$ cat config.mk
export PLATFORM = sky130hd
export DESIGN_NAME = hazard_ctrl_flat
export DESIGN_NICKNAME = d
export VERILOG_FILES = /design/src/rtl/hazard_ctrl_if.sv /design/src/rtl/hazard_ctrl.sv /design/src/flat_wrapper.sv
export SDC_FILE = /design/constraint.sdc
export NUM_CORES = 1
export LEC_CHECK = 0
export BUFFER_PORTS_ARGS = -buffer_cell sky130_fd_sc_hd__buf_2
export CAP_MARGIN = 0
export CORE_UTILIZATION = 57
export DETAILED_ROUTE_END_ITERATION = 6
export PLACE_DENSITY_LB_ADDON = 0.2
export SLEW_MARGIN = 5
export SYNTH_ARGS = -nofsm -noshare
export SYNTH_HDL_FRONTEND = slang
export SYNTH_SLANG_ARGS = --single-unit
export TNS_END_PERCENT = 1
$ cat constraint.sdc
create_clock -name clk -period 4.14 [get_ports clk]
set_clock_uncertainty 0.2 [all_clocks]
set_input_delay 0.207 -clock clk [delete_from_list [all_inputs] [get_ports clk]]
set_output_delay 0.207 -clock clk [all_outputs]
set_load 0.01 [all_outputs]
$ cat src/rtl/hazard_ctrl_if.sv
// hazard_ctrl_if: bundles the pipeline-side signals seen by the hazard
// controller.
//   ID/EX inputs : id_rs1, id_rs2, id_use_rs1, id_use_rs2, ex_rd,
//                  ex_memread, ex_is_branch, ex_br_taken, ex_br_pred
//   MEM inputs   : mem_req, mem_ready
//   Controls     : pc_write, ifid_write, dflush, eflush, freeze, redirect
//   Status       : mem_err, stall_cnt, flush_cnt
// The master modport is the controller; the slave modport is the pipeline.
interface hazard_ctrl_if;
  logic [4:0]  id_rs1;
  logic [4:0]  id_rs2;
  logic        id_use_rs1;
  logic        id_use_rs2;
  logic [4:0]  ex_rd;
  logic        ex_memread;
  logic        ex_is_branch;
  logic        ex_br_taken;
  logic        ex_br_pred;
  logic        mem_req;
  logic        mem_ready;
  logic        pc_write;
  logic        ifid_write;
  logic        dflush;
  logic        eflush;
  logic        freeze;
  logic        redirect;
  logic        mem_err;
  logic [31:0] stall_cnt;
  logic [31:0] flush_cnt;

  modport master (
    input  id_rs1, id_rs2, id_use_rs1, id_use_rs2, ex_rd, ex_memread,
           ex_is_branch, ex_br_taken, ex_br_pred, mem_req, mem_ready,
    output pc_write, ifid_write, dflush, eflush, freeze, redirect,
           mem_err, stall_cnt, flush_cnt
  );

  modport slave (
    output id_rs1, id_rs2, id_use_rs1, id_use_rs2, ex_rd, ex_memread,
           ex_is_branch, ex_br_taken, ex_br_pred, mem_req, mem_ready,
    input  pc_write, ifid_write, dflush, eflush, freeze, redirect,
           mem_err, stall_cnt, flush_cnt
  );
endinterface

$ cat src/rtl/hazard_ctrl.sv
// hazard_ctrl: hazard and stall controller for the 5-stage RISC-V pipeline.
// Resolves memory waits (with timeout), branch mispredicts and load-use
// hazards in that priority, and drives the PC / IF/ID / ID/EX enables and
// flushes. Also counts stall cycles and mispredict flushes.
// Ports:
//   clk  - system clock
//   rst  - synchronous active-high reset; also flushes IF/ID and ID/EX
//   bus  - hazard_ctrl_if.master (pipeline status in, controls/status out)
// Parameter TIMEOUT: maximum wait cycles for one memory access before ERR.
module hazard_ctrl #(
  parameter int TIMEOUT = 64
) (
  input  logic          clk,
  input  logic          rst,
  hazard_ctrl_if.master bus
);

  localparam int CW = $clog2(TIMEOUT + 1);

  typedef enum logic [1:0] {
    S_IDLE = 2'd0,
    S_WAIT = 2'd1,
    S_ERR  = 2'd2
  } mem_state_t;

  mem_state_t    state, state_nxt;
  logic [CW-1:0] wait_cnt, wait_cnt_nxt;
  logic [31:0]   stall_cnt, flush_cnt;

  logic mem_hold;
  logic mispredict;
  logic load_use;
  logic take_flush;

  logic pc_write, ifid_write, dflush, eflush, freeze, redirect;

  // Memory FSM state and performance counters
  always_ff @(posedge clk) begin
    if (rst) begin
      state     <= S_IDLE;
      wait_cnt  <= '0;
      stall_cnt <= '0;
      flush_cnt <= '0;
    end else begin
      state    <= state_nxt;
      wait_cnt <= wait_cnt_nxt;
      if (!pc_write)  stall_cnt <= stall_cnt + 32'd1;
      if (take_flush) flush_cnt <= flush_cnt + 32'd1;
    end
  end

  // Next-state: a completing access always wins over the timeout check
  always_comb begin
    state_nxt    = state;
    wait_cnt_nxt = wait_cnt;
    case (state)
      S_IDLE: begin
        if (bus.mem_req && !bus.mem_ready) begin
          state_nxt    = S_WAIT;
          wait_cnt_nxt = CW'(1);
        end
      end
      S_WAIT: begin
        if (bus.mem_ready) begin
          state_nxt    = S_IDLE;
          wait_cnt_nxt = '0;
        end else if (wait_cnt == CW'(TIMEOUT)) begin
          state_nxt = S_ERR;
        end else begin
          wait_cnt_nxt = wait_cnt + CW'(1);
        end
      end
      S_ERR:   state_nxt = S_ERR;
      default: state_nxt = S_IDLE;
    endcase
  end

  // Hazard terms
  always_comb begin
    mem_hold = ((state == S_IDLE) && bus.mem_req && !bus.mem_ready) ||
               ((state == S_WAIT) && !bus.mem_ready) ||
               (state == S_ERR);
    mispredict = bus.ex_is_branch && (bus.ex_br_taken != bus.ex_br_pred);
    load_use   = bus.ex_memread && (bus.ex_rd != 5'd0) &&
                 ((bus.id_use_rs1 && (bus.id_rs1 == bus.ex_rd)) ||
                  (bus.id_use_rs2 && (bus.id_rs2 == bus.ex_rd)));
  end

  // Control outputs, priority rst > mem_hold > mispredict > load_use.
  // A held mispredict/load-use is re-evaluated once the hold drops since EX
  // is frozen meanwhile.
  always_comb begin
    pc_write   = 1'b1;
    ifid_write = 1'b1;
    dflush     = 1'b0;
    eflush     = 1'b0;
    freeze     = 1'b0;
    redirect   = 1'b0;
    take_flush = 1'b0;
    if (rst) begin
      // Pipeline registers have no reset; flushing clears them.
      pc_write   = 1'b0;
      ifid_write = 1'b0;
      dflush     = 1'b1;
      eflush     = 1'b1;
    end else if (mem_hold) begin
      freeze     = 1'b1;
      pc_write   = 1'b0;
      ifid_write = 1'b0;
    end else if (mispredict) begin
      redirect   = 1'b1;
      dflush     = 1'b1;
      eflush     = 1'b1;
      take_flush = 1'b1;
    end else if (load_use) begin
      pc_write   = 1'b0;
      ifid_write = 1'b0;
      eflush     = 1'b1;
    end
  end

  assign bus.pc_write   = pc_write;
  assign bus.ifid_write = ifid_write;
  assign bus.dflush     = dflush;
  assign bus.eflush     = eflush;
  assign bus.freeze     = freeze;
  assign bus.redirect   = redirect;
  assign bus.mem_err    = (state == S_ERR);
  assign bus.stall_cnt  = stall_cnt;
  assign bus.flush_cnt  = flush_cnt;

endmodule

$ cat src/flat_wrapper.sv
// flat-port wrapper written by rule: the top's interface ports become plain ports
module hazard_ctrl_flat 
#(
  parameter int TIMEOUT = 64
)
  (clk, rst, bus_id_rs1, bus_id_rs2, bus_id_use_rs1, bus_id_use_rs2, bus_ex_rd, bus_ex_memread, bus_ex_is_branch, bus_ex_br_taken, bus_ex_br_pred, bus_mem_req, bus_mem_ready, bus_pc_write, bus_ifid_write, bus_dflush, bus_eflush, bus_freeze, bus_redirect, bus_mem_err, bus_stall_cnt, bus_flush_cnt);
  hazard_ctrl_if bus_i ();
  input  logic clk;
  input  logic rst;
  input wire logic [$bits(bus_i.id_rs1)-1:0] bus_id_rs1;
  input wire logic [$bits(bus_i.id_rs2)-1:0] bus_id_rs2;
  input wire logic [$bits(bus_i.id_use_rs1)-1:0] bus_id_use_rs1;
  input wire logic [$bits(bus_i.id_use_rs2)-1:0] bus_id_use_rs2;
  input wire logic [$bits(bus_i.ex_rd)-1:0] bus_ex_rd;
  input wire logic [$bits(bus_i.ex_memread)-1:0] bus_ex_memread;
  input wire logic [$bits(bus_i.ex_is_branch)-1:0] bus_ex_is_branch;
  input wire logic [$bits(bus_i.ex_br_taken)-1:0] bus_ex_br_taken;
  input wire logic [$bits(bus_i.ex_br_pred)-1:0] bus_ex_br_pred;
  input wire logic [$bits(bus_i.mem_req)-1:0] bus_mem_req;
  input wire logic [$bits(bus_i.mem_ready)-1:0] bus_mem_ready;
  output wire logic [$bits(bus_i.pc_write)-1:0] bus_pc_write;
  output wire logic [$bits(bus_i.ifid_write)-1:0] bus_ifid_write;
  output wire logic [$bits(bus_i.dflush)-1:0] bus_dflush;
  output wire logic [$bits(bus_i.eflush)-1:0] bus_eflush;
  output wire logic [$bits(bus_i.freeze)-1:0] bus_freeze;
  output wire logic [$bits(bus_i.redirect)-1:0] bus_redirect;
  output wire logic [$bits(bus_i.mem_err)-1:0] bus_mem_err;
  output wire logic [$bits(bus_i.stall_cnt)-1:0] bus_stall_cnt;
  output wire logic [$bits(bus_i.flush_cnt)-1:0] bus_flush_cnt;
  assign bus_i.id_rs1 = bus_id_rs1;
  assign bus_i.id_rs2 = bus_id_rs2;
  assign bus_i.id_use_rs1 = bus_id_use_rs1;
  assign bus_i.id_use_rs2 = bus_id_use_rs2;
  assign bus_i.ex_rd = bus_ex_rd;
  assign bus_i.ex_memread = bus_ex_memread;
  assign bus_i.ex_is_branch = bus_ex_is_branch;
  assign bus_i.ex_br_taken = bus_ex_br_taken;
  assign bus_i.ex_br_pred = bus_ex_br_pred;
  assign bus_i.mem_req = bus_mem_req;
  assign bus_i.mem_ready = bus_mem_ready;
  assign bus_pc_write = bus_i.pc_write;
  assign bus_ifid_write = bus_i.ifid_write;
  assign bus_dflush = bus_i.dflush;
  assign bus_eflush = bus_i.eflush;
  assign bus_freeze = bus_i.freeze;
  assign bus_redirect = bus_i.redirect;
  assign bus_mem_err = bus_i.mem_err;
  assign bus_stall_cnt = bus_i.stall_cnt;
  assign bus_flush_cnt = bus_i.flush_cnt;
  hazard_ctrl #(.TIMEOUT(TIMEOUT)) u_core (.clk(clk), .rst(rst), .bus(bus_i));
endmodule
==> results.sh <==
export IMPL_dr_first_iter_drc_count=149
export IMPL_power_switching_uw=320
export IMPL_cp_slowest_cell="nand4_1"
export IMPL_synth_area_top_cells="dfxtp_1 (39%), xor2_1 (6.1%), nor2_1 (4.9%)"
export IMPL_place_congestion=0.831
export IMPL_power_leakage_nw=1.78
export IMPL_clkLatencyLatePin_ns=0.35
export IMPL_tns_ns=0
export IMPL_wl_per_cell_um=13.8
export IMPL_clkTransAtPathRegs_ns=0.08
export IMPL_cpLargestDelayFamily="simple AND/OR/NAND/NOR gates"
export IMPL_die_w_um=82.6
export IMPL_grtUsageTotal=0.243
export IMPL_sw_frac_of_total=0.230
export IMPL_comb_power_share=0.069
export IMPL_grt_ovfl_total=0
export IMPL_start_kind="register"
export IMPL_dp_hpwl_um=5810
export IMPL_synth_flop_cell="dfxtp_1"
export IMPL_cp_slowest_stage_delay_ns=0.49
export IMPL_htreeDepth=3
export IMPL_max_slew_margin=0.493
export IMPL_grt_pass1_vias=2835
export IMPL_antenna_found_initial=0
export IMPL_finalHoldViolCount=0
export IMPL_synth_compound_area_frac=0.127
export IMPL_rsz0062_at_grt="no"
export IMPL_initial_utilization=0.587
export IMPL_areaGrowthSynthToFinish_pct=18.4
export IMPL_clock_power_share=0.417
export IMPL_drv_slew=0
export IMPL_grt_max_degree=75
export IMPL_fill_cells=528
export IMPL_muxShareOfSynthArea=0.0135
export IMPL_max_vdd_ir_drop_mv=0.254
export IMPL_cp_buffers_inverters=0
export IMPL_syn_area_mm2=0.00371
export IMPL_tightest_slew_ns=0.761
export IMPL_hp_class="in -> reg"
export IMPL_yosysUniqueCellTypes=43
export IMPL_synth_edf_count=0
export IMPL_synth_simple_area_share=0.306
export IMPL_nNetsFinal=552
export IMPL_internal_power_mw=1.07
export IMPL_path_max_fanout=17
export IMPL_post_cts_resized=0
export IMPL_required_ns=4.17
export IMPL_setup_viol=0
export IMPL_die_h_um=82.6
export IMPL_root_buffer="clkbuf_8"
export IMPL_cts_setup_buffers=0
export IMPL_firstDrtPassIters=4
export IMPL_timing_fmax_mhz=366
export IMPL_pwr_share_seq=0.514
export IMPL_synth_async_reset_ratio=0
export IMPL_drc=0
export IMPL_path_cells="and4_1 -> nand4_1 -> nor2_1 -> nand3_1 -> nor4b_2 -> mux2_4"
export IMPL_path_class="reg -> reg"
export IMPL_cts_buffers=9
export IMPL_yosysSeqAreaShare=0.394
export IMPL_layout_drive_gt1_share=0.229
export IMPL_p_per_area_mw_per_mm2=317
export IMPL_hold_buffers=0
export IMPL_layout_commonest_cell="buf_2"
export IMPL_grt_pass1_wl_um=12700
export IMPL_yosys_warnings=0
export IMPL_synthCells=433
export IMPL_synth_xor_xnor_area_share=0.106
export IMPL_cts_tree="done"
export IMPL_total_power_mw=1.39
export IMPL_drt_total_wl_um=8320
export IMPL_rows=29
export IMPL_avgSynthCellArea_um2=8.56
export IMPL_syn_nets=462
export IMPL_synth_top_cell_by_area="dfxtp_1"
export IMPL_synth_adder_area_share=0.0135
export IMPL_status="completed"
export IMPL_final_antenna_net_count=0
export IMPL_core_mm2=0.00631
export IMPL_drv_cap=0
export IMPL_antenna_cells_inserted=0
export IMPL_synth_seq_cells=73
export IMPL_yosysTopAreaCellShare=0.394
export IMPL_routed_via_density=5.72
export IMPL_end_kind="register"
export IMPL_cts_sinks=73
export IMPL_die_area_mm2=0.00683
export IMPL_portBuffers=95
export IMPL_clockBufferDepth=2
export IMPL_io_pins=96
export IMPL_min_period_ns=2.74
export IMPL_period_share=0.661
export IMPL_layout_common_cells="buf_2 (95), dfxtp_1 (73), nor2_1 (48)"
export IMPL_synth_top_family_by_area="simple AND/OR/NAND/NOR gates"
export IMPL_vias=3462
export IMPL_cp_arrival_ns=2.77
-- final timing paths --
check | from | endpoint | slack (ns) | cells past startpoint
worst max-delay path | u_core.bus.stall_cnt[2] | u_core.bus.stall_cnt[31] | 1.40 | 6
worst min-delay path | bus_mem_ready | u_core.state[1] | 0.07 | 4
worst max register to register | u_core.bus.stall_cnt[2] | u_core.bus.stall_cnt[31] | 1.40 | 6
worst min register to register | u_core.bus.stall_cnt[6] | u_core.bus.stall_cnt[6] | 0.29 | 2
-- power by group through the flow --
stage / clock network (mW) / logic, mW / registers [mW]
after floorplan: 0 / 0.0691 / 0.730
after detailed placement: 0 / 0.0963 / 0.731
after CTS: 0.589 / 0.0965 / 0.715
after global routing: 0.618 / 0.107 / 0.716
final: 0.580 / 0.0961 / 0.715
after global placement: 0 / 0.0936 / 0.731
-- cells by family (layout without fill, tap and decap cells) --
family                   count (synthesis)  in the layout
buffers and inverters                   26            121
AO/OA/AOI/OAI                           77             77
flip-flops                              73             73
multiplexers                             4              4
AND/OR/NAND/NOR                        204            204
adder cells (fa/ha/maj)                  4              4
XOR/XNOR                                45             45
-- cell type report --
cell class / instances / area [um2] / area share
timing repair buffer: 98 / 498 / 0.113
inverter: 7 / 26.3 / 0.00599
tap: 77 / 96.3 / 0.0220
sequential: 73 / 1460 / 0.333
clock buffer: 14 / 173 / 0.0393
clock inverter: 2 / 35.0 / 0.00798
multi-input combinational: 334 / 2100 / 0.478
-- sequential cells by signal, summed over array words and instances (netlist names) --
name,count
u_core.wait_cnt,7
u_core.state,2
u_core.bus.stall_cnt,32
u_core.bus.flush_cnt,32
-- tightest hold or removal path, delay by kind of cell --
kind | cells | cell delay (ns)
simple gates | 2 | 0.10
buf+inv | 1 | 0.14
compound gates | 1 | 0.12
-- stage by stage --
stage	util	worst slack (ns)	cell area (um2)	hold slack (ns)	std cells
floorplan	-	1.85	3710	0.231	433
global placement	0.662	1.45	4180	0.269	589
detailed placement	0.662	1.40	4180	0.287	589
CTS	0.695	1.39	4390	0.0700	605
global route	0.695	1.13	4390	0.103	605
finish	0.695	1.40	4390	0.0701	605
-- metal layers --
| layer | part of all wire | vias up | global-route usage |
|---|---|---|---|
| met3 | 0.050 | 10 | 0.0571 |
| met5 | 0 | - | 0 |
| met4 | 0.015 | 0 | 0.107 |
| li1 | - | 1744 | - |
| met2 | 0.47 | 82 | 0.393 |
| met1 | 0.47 | 1626 | 0.308 |
-- synth_stat cells, drive strengths merged, types with 13 or more instances --
master,instances
a21oi,34
dfxtp,73
nand2,28
nand3,28
nand4,21
nor2,48
o21ai,21
or3,21
or4,13
xnor2,19
xor2,26
Power figures use the tool's default switching activity.
